File: src/rtl/nibble_serial_adder.sv
// nibble_serial_adder: wide adder that runs one 4-bit CLA slice over the
// operands, least-significant nibble first, with a registered carry between
// nibbles. Operands enter and the result leaves through valid/ready ports.
module nibble_serial_adder #(
   parameter int NIBBLES = 4
) (
   input  logic                   clk,
   input  logic                   rst,
   input  logic [4*NIBBLES-1:0]   A,
   input  logic [4*NIBBLES-1:0]   B,
   input  logic                   Cin,
   input  logic                   in_valid,
   output logic                   in_ready,
   output logic [4*NIBBLES-1:0]   S,
   output logic                   Cout,
   output logic                   Ovf,
   output logic                   out_valid,
   input  logic                   out_ready,
   output logic                   busy
);

   localparam int WIDTH = 4 * NIBBLES;
   // Counter must hold at least one bit even when only one nibble exists.
   localparam int CNT_W = (NIBBLES > 1) ? $clog2(NIBBLES) : 1;
   localparam logic [CNT_W-1:0] LAST_CNT = CNT_W'(NIBBLES - 1);

   typedef enum logic [1:0] {
      IDLE = 2'd0,
      RUN  = 2'd1,
      DONE = 2'd2
   } state_t;

   state_t             state_reg, state_next;
   logic [WIDTH-1:0]   a_reg, a_next;
   logic [WIDTH-1:0]   b_reg, b_next;
   logic               carry_reg, carry_next;
   logic [CNT_W-1:0]   cnt_reg, cnt_next;
   logic [WIDTH-1:0]   s_reg, s_next;
   logic               cout_reg, cout_next;
   logic               ovf_reg, ovf_next;

   logic [3:0]         a_nib [NIBBLES];
   logic [3:0]         b_nib [NIBBLES];
   logic [3:0]         slice_a, slice_b, slice_s;
   logic               slice_cout;

   // Split the captured operands into nibbles and steer the slice sum back
   // into the nibble of S selected by the counter; other nibbles hold.
   for (genvar gi = 0; gi < NIBBLES; gi++) begin : g_nib
      assign a_nib[gi] = a_reg[4*gi +: 4];
      assign b_nib[gi] = b_reg[4*gi +: 4];
      assign s_next[4*gi +: 4] = (state_reg == RUN && cnt_reg == CNT_W'(gi))
                                 ? slice_s : s_reg[4*gi +: 4];
   end

   assign slice_a = a_nib[cnt_reg];
   assign slice_b = b_nib[cnt_reg];

   CLA_4bit u_slice (
      .S    (slice_s),
      .Cout (slice_cout),
      .A    (slice_a),
      .B    (slice_b),
      .Cin  (carry_reg)
   );

   // Next-state logic and Moore outputs of the sequencer.
   always_comb begin
      state_next = state_reg;
      a_next     = a_reg;
      b_next     = b_reg;
      carry_next = carry_reg;
      cnt_next   = cnt_reg;
      cout_next  = cout_reg;
      ovf_next   = ovf_reg;
      in_ready   = 1'b0;
      busy       = 1'b0;
      out_valid  = 1'b0;
      case (state_reg)
         IDLE: begin
            in_ready = 1'b1;
            if (in_valid) begin
               a_next     = A;
               b_next     = B;
               carry_next = Cin;
               cnt_next   = '0;
               state_next = RUN;
            end
         end
         RUN: begin
            busy       = 1'b1;
            carry_next = slice_cout;
            if (cnt_reg == LAST_CNT) begin
               // The slice sum bit 3 on the last nibble is the final sign bit.
               cout_next  = slice_cout;
               ovf_next   = (a_reg[WIDTH-1] == b_reg[WIDTH-1]) &&
                            (slice_s[3] != a_reg[WIDTH-1]);
               state_next = DONE;
            end else begin
               cnt_next = cnt_reg + CNT_W'(1);
            end
         end
         DONE: begin
            busy      = 1'b1;
            out_valid = 1'b1;
            if (out_ready) begin
               state_next = IDLE;
            end
         end
         default: begin
            state_next = IDLE;
         end
      endcase
   end

   // State and datapath registers; reset discards any in-flight addition.
   always_ff @(posedge clk) begin
      if (rst) begin
         state_reg <= IDLE;
         a_reg     <= '0;
         b_reg     <= '0;
         carry_reg <= 1'b0;
         cnt_reg   <= '0;
         s_reg     <= '0;
         cout_reg  <= 1'b0;
         ovf_reg   <= 1'b0;
      end else begin
         state_reg <= state_next;
         a_reg     <= a_next;
         b_reg     <= b_next;
         carry_reg <= carry_next;
         cnt_reg   <= cnt_next;
         s_reg     <= s_next;
         cout_reg  <= cout_next;
         ovf_reg   <= ovf_next;
      end
   end

   assign S    = s_reg;
   assign Cout = cout_reg;
   assign Ovf  = ovf_reg;

endmodule

// CLA_4bit: 4-bit carry-lookahead slice with all carries computed in
// parallel from generate/propagate terms.
module CLA_4bit (
   output logic [3:0] S,
   output logic       Cout,
   input  logic [3:0] A,
   input  logic [3:0] B,
   input  logic       Cin
);

   logic [3:0] g, p;
   logic [4:0] c;

   // Lookahead carry equations and sum bits.
   always_comb begin
      g    = A & B;
      p    = A ^ B;
      c[0] = Cin;
      c[1] = g[0] | (p[0] & Cin);
      c[2] = g[1] | (p[1] & g[0]) | (p[1] & p[0] & Cin);
      c[3] = g[2] | (p[2] & g[1]) | (p[2] & p[1] & g[0]) |
             (p[2] & p[1] & p[0] & Cin);
      c[4] = g[3] | (p[3] & g[2]) | (p[3] & p[2] & g[1]) |
             (p[3] & p[2] & p[1] & g[0]) | (p[3] & p[2] & p[1] & p[0] & Cin);
      S    = p ^ c[3:0];
      Cout = c[4];
   end

endmodule
File: config.mk
export PLATFORM = sky130hd
export DESIGN_NAME = nibble_serial_adder
export DESIGN_NICKNAME = d
export VERILOG_FILES = /design/src/rtl/nibble_serial_adder.sv
export SDC_FILE = /design/constraint.sdc
export NUM_CORES = 1
export LEC_CHECK = 0
export ABC_CLOCK_PERIOD_IN_PS = 3300
export BUFFER_PORTS_ARGS = -buffer_cell sky130_fd_sc_hd__buf_2
export CAP_MARGIN = 40
export CORE_MARGIN = 2
export CORE_UTILIZATION = 50
export DETAILED_ROUTE_END_ITERATION = 8
export HOLD_SLACK_MARGIN = 0.15
export PLACE_DENSITY_LB_ADDON = 0.1
export SYNTH_ARGS = -nofsm -noshare
export SYNTH_HDL_FRONTEND = slang
export SYNTH_SLANG_ARGS = --single-unit
File: constraint.sdc
create_clock -name clk -period 3.3 [get_ports clk]
set_input_delay 0.33 -clock clk [delete_from_list [all_inputs] [get_ports clk]]
set_output_delay 0.33 -clock clk [all_outputs]
set_load 0.02 [all_outputs]
# Word-level counts from Yosys, hierarchy flattened

Cells that the tools add are included.

Output and inout port bits: 21
Word-level logic and storage cells: 86
Input port bits: 37
Register bits after elaboration: 55

Reduce and logical (&&, ||, !) cells: 14
Multiplexer cells: 18
$add $sub $neg: 1
Eq/ne operators: 11
Bitwise operators: 30
Magnitude comparators: 1

Operators by type and width:

| operator              | count |
|---|---|
| $and A1 B1 Y1         | 16 |
| $bmux W4 S2           | 2 |
| $mux W4               | 4 |
| $mux W2               | 5 |
| $or A1 B1 Y1          | 10 |
| $xor A4 B4 Y4         | 2 |
| $eq A2 B2 Y1 const B  | 3 |
| $ne A2 B2 Y1 const B  | 3 |
| $pmux W2 S3           | 1 |
| $reduce_and A2 Y1     | 3 |
| $reduce_and A3 Y1     | 2 |
| $logic_and A1 B1 Y1   | 5 |
| $and A4 B4 Y4         | 1 |
| $eq A2 B1 Y1 const B  | 2 |
| $logic_not A2 Y1      | 2 |
| $mux W1               | 4 |
| $pmux W2 S2           | 1 |
| $ge A3 B3 Y1 const B  | 1 |
| $not A2 Y3            | 1 |
| $add A2 B1 Y2 const B | 1 |
| $ne A2 B1 Y1 const B  | 1 |
| $pmux W1 S2           | 1 |
| $reduce_bool A2 Y1    | 1 |
| $reduce_or A2 Y1      | 1 |
| 2 further kinds       | 2 |

# Depth between registers and ports, before layout

Depth after elaboration: 12
Gate-level depth with buffers: 8
Mapped depth without buffers: 7

# By module

A second synthesis with hierarchy kept.

Cells, all modules: 294
Area total of the unflattened synthesis: 2,513.7 µm²

Modules (own cells, without submodules):

| module              | area each (µm²) | times used | cells an instance | sequential area each (µm²) |
|---|---|---|---|---|
| nibble_serial_adder | 2,366.0         | 1          | 277               | 1,101.1 |
| CLA_4bit            | 147.6           | 1          | 17                | 0.0 |

# Least setup slack after synthesis

Ideal clock, no wire load.

Path kind: reg-to-reg
From: reg cnt_reg[0]
To: reg ovf_reg, in the netlist Ovf
Data required time: 3.209 ns
Buffers on the path: 2
Clock period less this slack: 2.799 ns
Path slack: 0.501 ns
Library setup time: 0.091 ns
Data arrival time: 2.708 ns
Stages on the path, launching flop included: 9
Cell sequence: dfxtp_1 > buf_2 > mux4_2 > ha_1 > a21o_1 > and4_4 > buf_6 > or4b_1 > a311oi_1

Word-level cells in the longest chain between the ends: 12
Elaborated cells between the ends (all ways): 22
Classes of those cells: 2 x eq/ne; 6 x mux; 12 x bitwise; 2 x reduce/logical

Ends and longest elaborated chain:

| element                                        | line     | source |
|---|---|---|
| start, declared                                | 37       | `logic [CNT_W-1:0] cnt_reg, cnt_next;` |
| start signal, assigned                         | 132      | `cnt_reg <= cnt_next;` |
| $not A2 Y3 (implied by the code)               | 56, 57   |  |
| $bmux W4 S2 (on tied branches)                 | 56, 57   |  |
| $mux W4 (on tied branches) (2 in series)       | 56, 57   |  |
| $xor A4 B4 Y4 or $and A4 B4 Y4 (tied branches) | 161, 160 |  |
| $and A1 B1 Y1 (on tied branches)               | 165, 166 |  |
| $or A1 B1 Y1 (tied with other cells)           | 165      | `c[3] = g[2] \| (p[2] & g[1]) \| (p[2] & p[1] & g[0]) \|` |
| $or A1 B1 Y1 or $and A1 B1 Y1 (tied branches)  | 165, 166 |  |
| $or A1 B1 Y1                                   | 165      |  |
| $xor A4 B4 Y4                                  | 169      | `S = p ^ c[3:0];` |
| $ne A1 B1 Y1                                   | 97       | `(slice_s[3] != a_reg[WIDTH-1]);` |
| $logic_and A1 B1 Y1                            | 96       | `ovf_next = (a_reg[WIDTH-1] == b_reg[WIDTH-1]) &&` |
| end signal, assigned                           | 135      | `ovf_reg <= ovf_next;` |
| end, declared                                  | 40       | `logic ovf_reg, ovf_next;` |

Parallel ways exist; a longest one is shown, timed or not. The select of a mux whose other input is x is not followed.
A chain may end at the register's enable or synchronous reset.

# Worst setup path after layout

Same ends and word-level chain as after synthesis.

==> out/results.ini <==
[status]
outcome=completed

[yosys]
synthTopCellsByArea=dfxtp_1 44%, nand2_1 11%, a21oi_1 9.5%
yosys_register_bits=55
synth_edf_count=0
synthesis.nets=342
async_flop_share=0
synthDistinctLibCells=35
syn_inst=293
synth_top_area_frac=0.444
ys_seq_area_frac=0.444
synth_warnings=0
synth.most_common_cell=nand2_1
synthFlopType=dfxtp_1
syn_area_per_cell_um2=8.46
synth_area_leader_cell=dfxtp_1
netlist_top_cells_count=74 x nand2_1, 55 x dfxtp_1, 47 x a21oi_1, 23 x nor2_1, 16 x clkbuf_1
syn-cell-area_mm2=0.00248

[worst_setup_path]
worstPathCellList=mux4_2 > ha_1 > a21o_1 > and2_1 > or4b_1 > a311oi_1
critical_path.max_stage_delay_ns=0.75
end_kind=flip-flop
rr_worst_depth=6
critPathLaunchType=flip-flop
cp_slowest_cell=dfxtp_1
reg2reg_to=Ovf
r2r_start=cnt_reg[0]
worst-setup-path-type=flip-flop to flip-flop
regToRegSetupSlack_ns=0.33
cp_max_fo=13
crit_arrival_ns=3.19
worstPathRequired_ns=3.52

[hold_path]
min_path_cells=3
hp-start=A[7]
hp-class=primary input to flip-flop
worstHoldEndpoint=a_reg[7]

[power]
power_mw=1.48
clock_power_share=0.311
p_leak_nw=1.22
power_frac_seq=0.500
vdd_ir_drop_max_v=0.000262
p_int_mw=1.07
p_per_area_mw_per_mm2=505
p_sw_frac=0.277
pwr-share-comb=0.189
p_switching_uw=409

[cells_and_area]
drive_gt1_frac=0.227
final_util=0.615
syn2layout_area_growth_pct=18.1
fin_nets=391
n_antenna_cell=0

[global_routing]
grt_pass1_wl_mm=8.66
grt_max_degree=32
grt_pass1_vias=1865
grt.total_usage=0.202
overflow=0
antenna_found_initial=0

[clock_tree]
clock-sinks=55
cts_made_buffers=5
clk_pin_slew_ns=0.09
cts_setup_buffers=0
clk_latency_ns=0.31
cts_hold_buf=0
cts_resized=0
cts_tree=yes
cts-root-buf=clkbuf_8
clk_path_buf_depth=2
h-tree-depth=2

[floorplanning]
die_x_um=74.4
die_h_um=74.4
die_area_mm2=0.00553
initial_core_util=0.521
ios=58
fp-row-count=25
core-area_mm2=0.00475

[timing]
rsz0062_at_grt=no
setup_viol=0
slew_viol_final=0
fmax_ghz=0.337
finClkSkew_ns=0.00745
whs_ns=0.250
tightest_slew_ns=0.654
slew_headroom=0.564
final-hold-violation-count=0
fin_tns_setup_ns=0
setup_ws_ns=0.330
fin_crit_ns=2.97
finalCritPeriodShare=0.900

[detailed_routing]
dr_total_vias=2102
drtIter0Drc=113
wl_mm=5.21
ant_nets=0
wl_per_cell_um=12.7
vias_per_cell=5.13
drc_errors=0
drt_first_pass_iters=4

[place]
pre_cts_ws_ns=0.331
place_congestion=0.779
numPortBuffers=57
hpwl_mm=3.81

[job]
maxCapViolations=0

==> power groups by stage <==
stage                     logic, mW  registers, mW  clock network [mW]
after floorplan               0.202          0.746                   0
after global placement        0.267          0.755                   0
after detailed placement      0.279          0.755                   0
after CTS                     0.281          0.740               0.466
after global routing          0.315          0.747               0.492
final                         0.279          0.739               0.460
==> cell usage in the layout, fill, tap and decap left out, types with 2 or more instances in the layout <==
cell,n
buf_2,57
nand2_1,74
and2_1,2
a21oi_1,47
nor2_1,23
mux4_2,8
dfxtp_1,55
a211oi_1,4
clkbuf_8,6
o21ai_0,6
a21o_1,3
a311oi_1,2
nor2b_1,3
ha_1,11
nor3_1,4
a31oi_1,2
inv_1,9
buf_8,2
or4_1,3
nand3b_1,4
==> worst max path at each step <==
| stage | startpoint | end |
|---|---|---|
| floorplan | cnt_reg[0] | Ovf |
| global placement | cnt_reg[0] | Ovf |
| detailed placement | cnt_reg[0] | Ovf |
| CTS | cnt_reg[0] | Ovf |
| global route | cnt_reg[0] | Ovf |
| finish | cnt_reg[0] | Ovf |
==> logic make-up (layout without fill, tap and decap cells) <==
logic type | Yosys count | after routing | synth area share
AND/OR/NAND/NOR | 120 | 120 | 0.211
multiplexers | 9 | 9 | 0.0768
adder cells (fa/ha/maj) | 12 | 12 | 0.0636
flip-flops | 55 | 55 | 0.444
XOR/XNOR | 1 | 1 | 0.00354
AO/OA/AOI/OAI | 69 | 69 | 0.156
buffers and inverters | 27 | 77 | 0.0444
==> worst max-delay path, delay by kind of cell (launching register included) <==
family / cells / cell delay (ns)
multiplexers: 1 / 0.59
flip-flops: 1 / 0.75
AND/OR/NAND/NOR: 2 / 0.70
AO/OA/AOI/OAI: 2 / 0.48
adder cells (fa/ha/maj): 1 / 0.36
==> layer usage <==
| metal | global-route usage | up-vias | routed length, um |
|---|---|---|---|
| met5 | 0 | - | 0 |
| met4 | 0.0635 | 0 | 61 |
| met2 | 0.308 | 45 | 2430 |
| met3 | 0.0488 | 6 | 198 |
| li1 | - | 1105 | - |
| met1 | 0.284 | 946 | 2520 |
==> final cells by class <==
| class | instances | area, um^2 |
|---|---|---|
| Clock buffer | 6 | 82.6 |
| Tap cell | 67 | 83.8 |
| Clock inverter | 2 | 35.0 |
| Sequential cell | 55 | 1100 |
| Inverter | 9 | 33.8 |
| Multi-Input combinational cell | 211 | 1270 |
| Fill cell | 470 | 1830 |
| Timing Repair Buffer | 60 | 323 |
==> metrics by stage <==
step,instance area [um^2],cells
floorplan,2480,293
global placement,2780,400
detailed placement,2810,402
CTS,2930,410
global route,2930,410
finish,2930,410
Power figures use the tool's default switching activity.
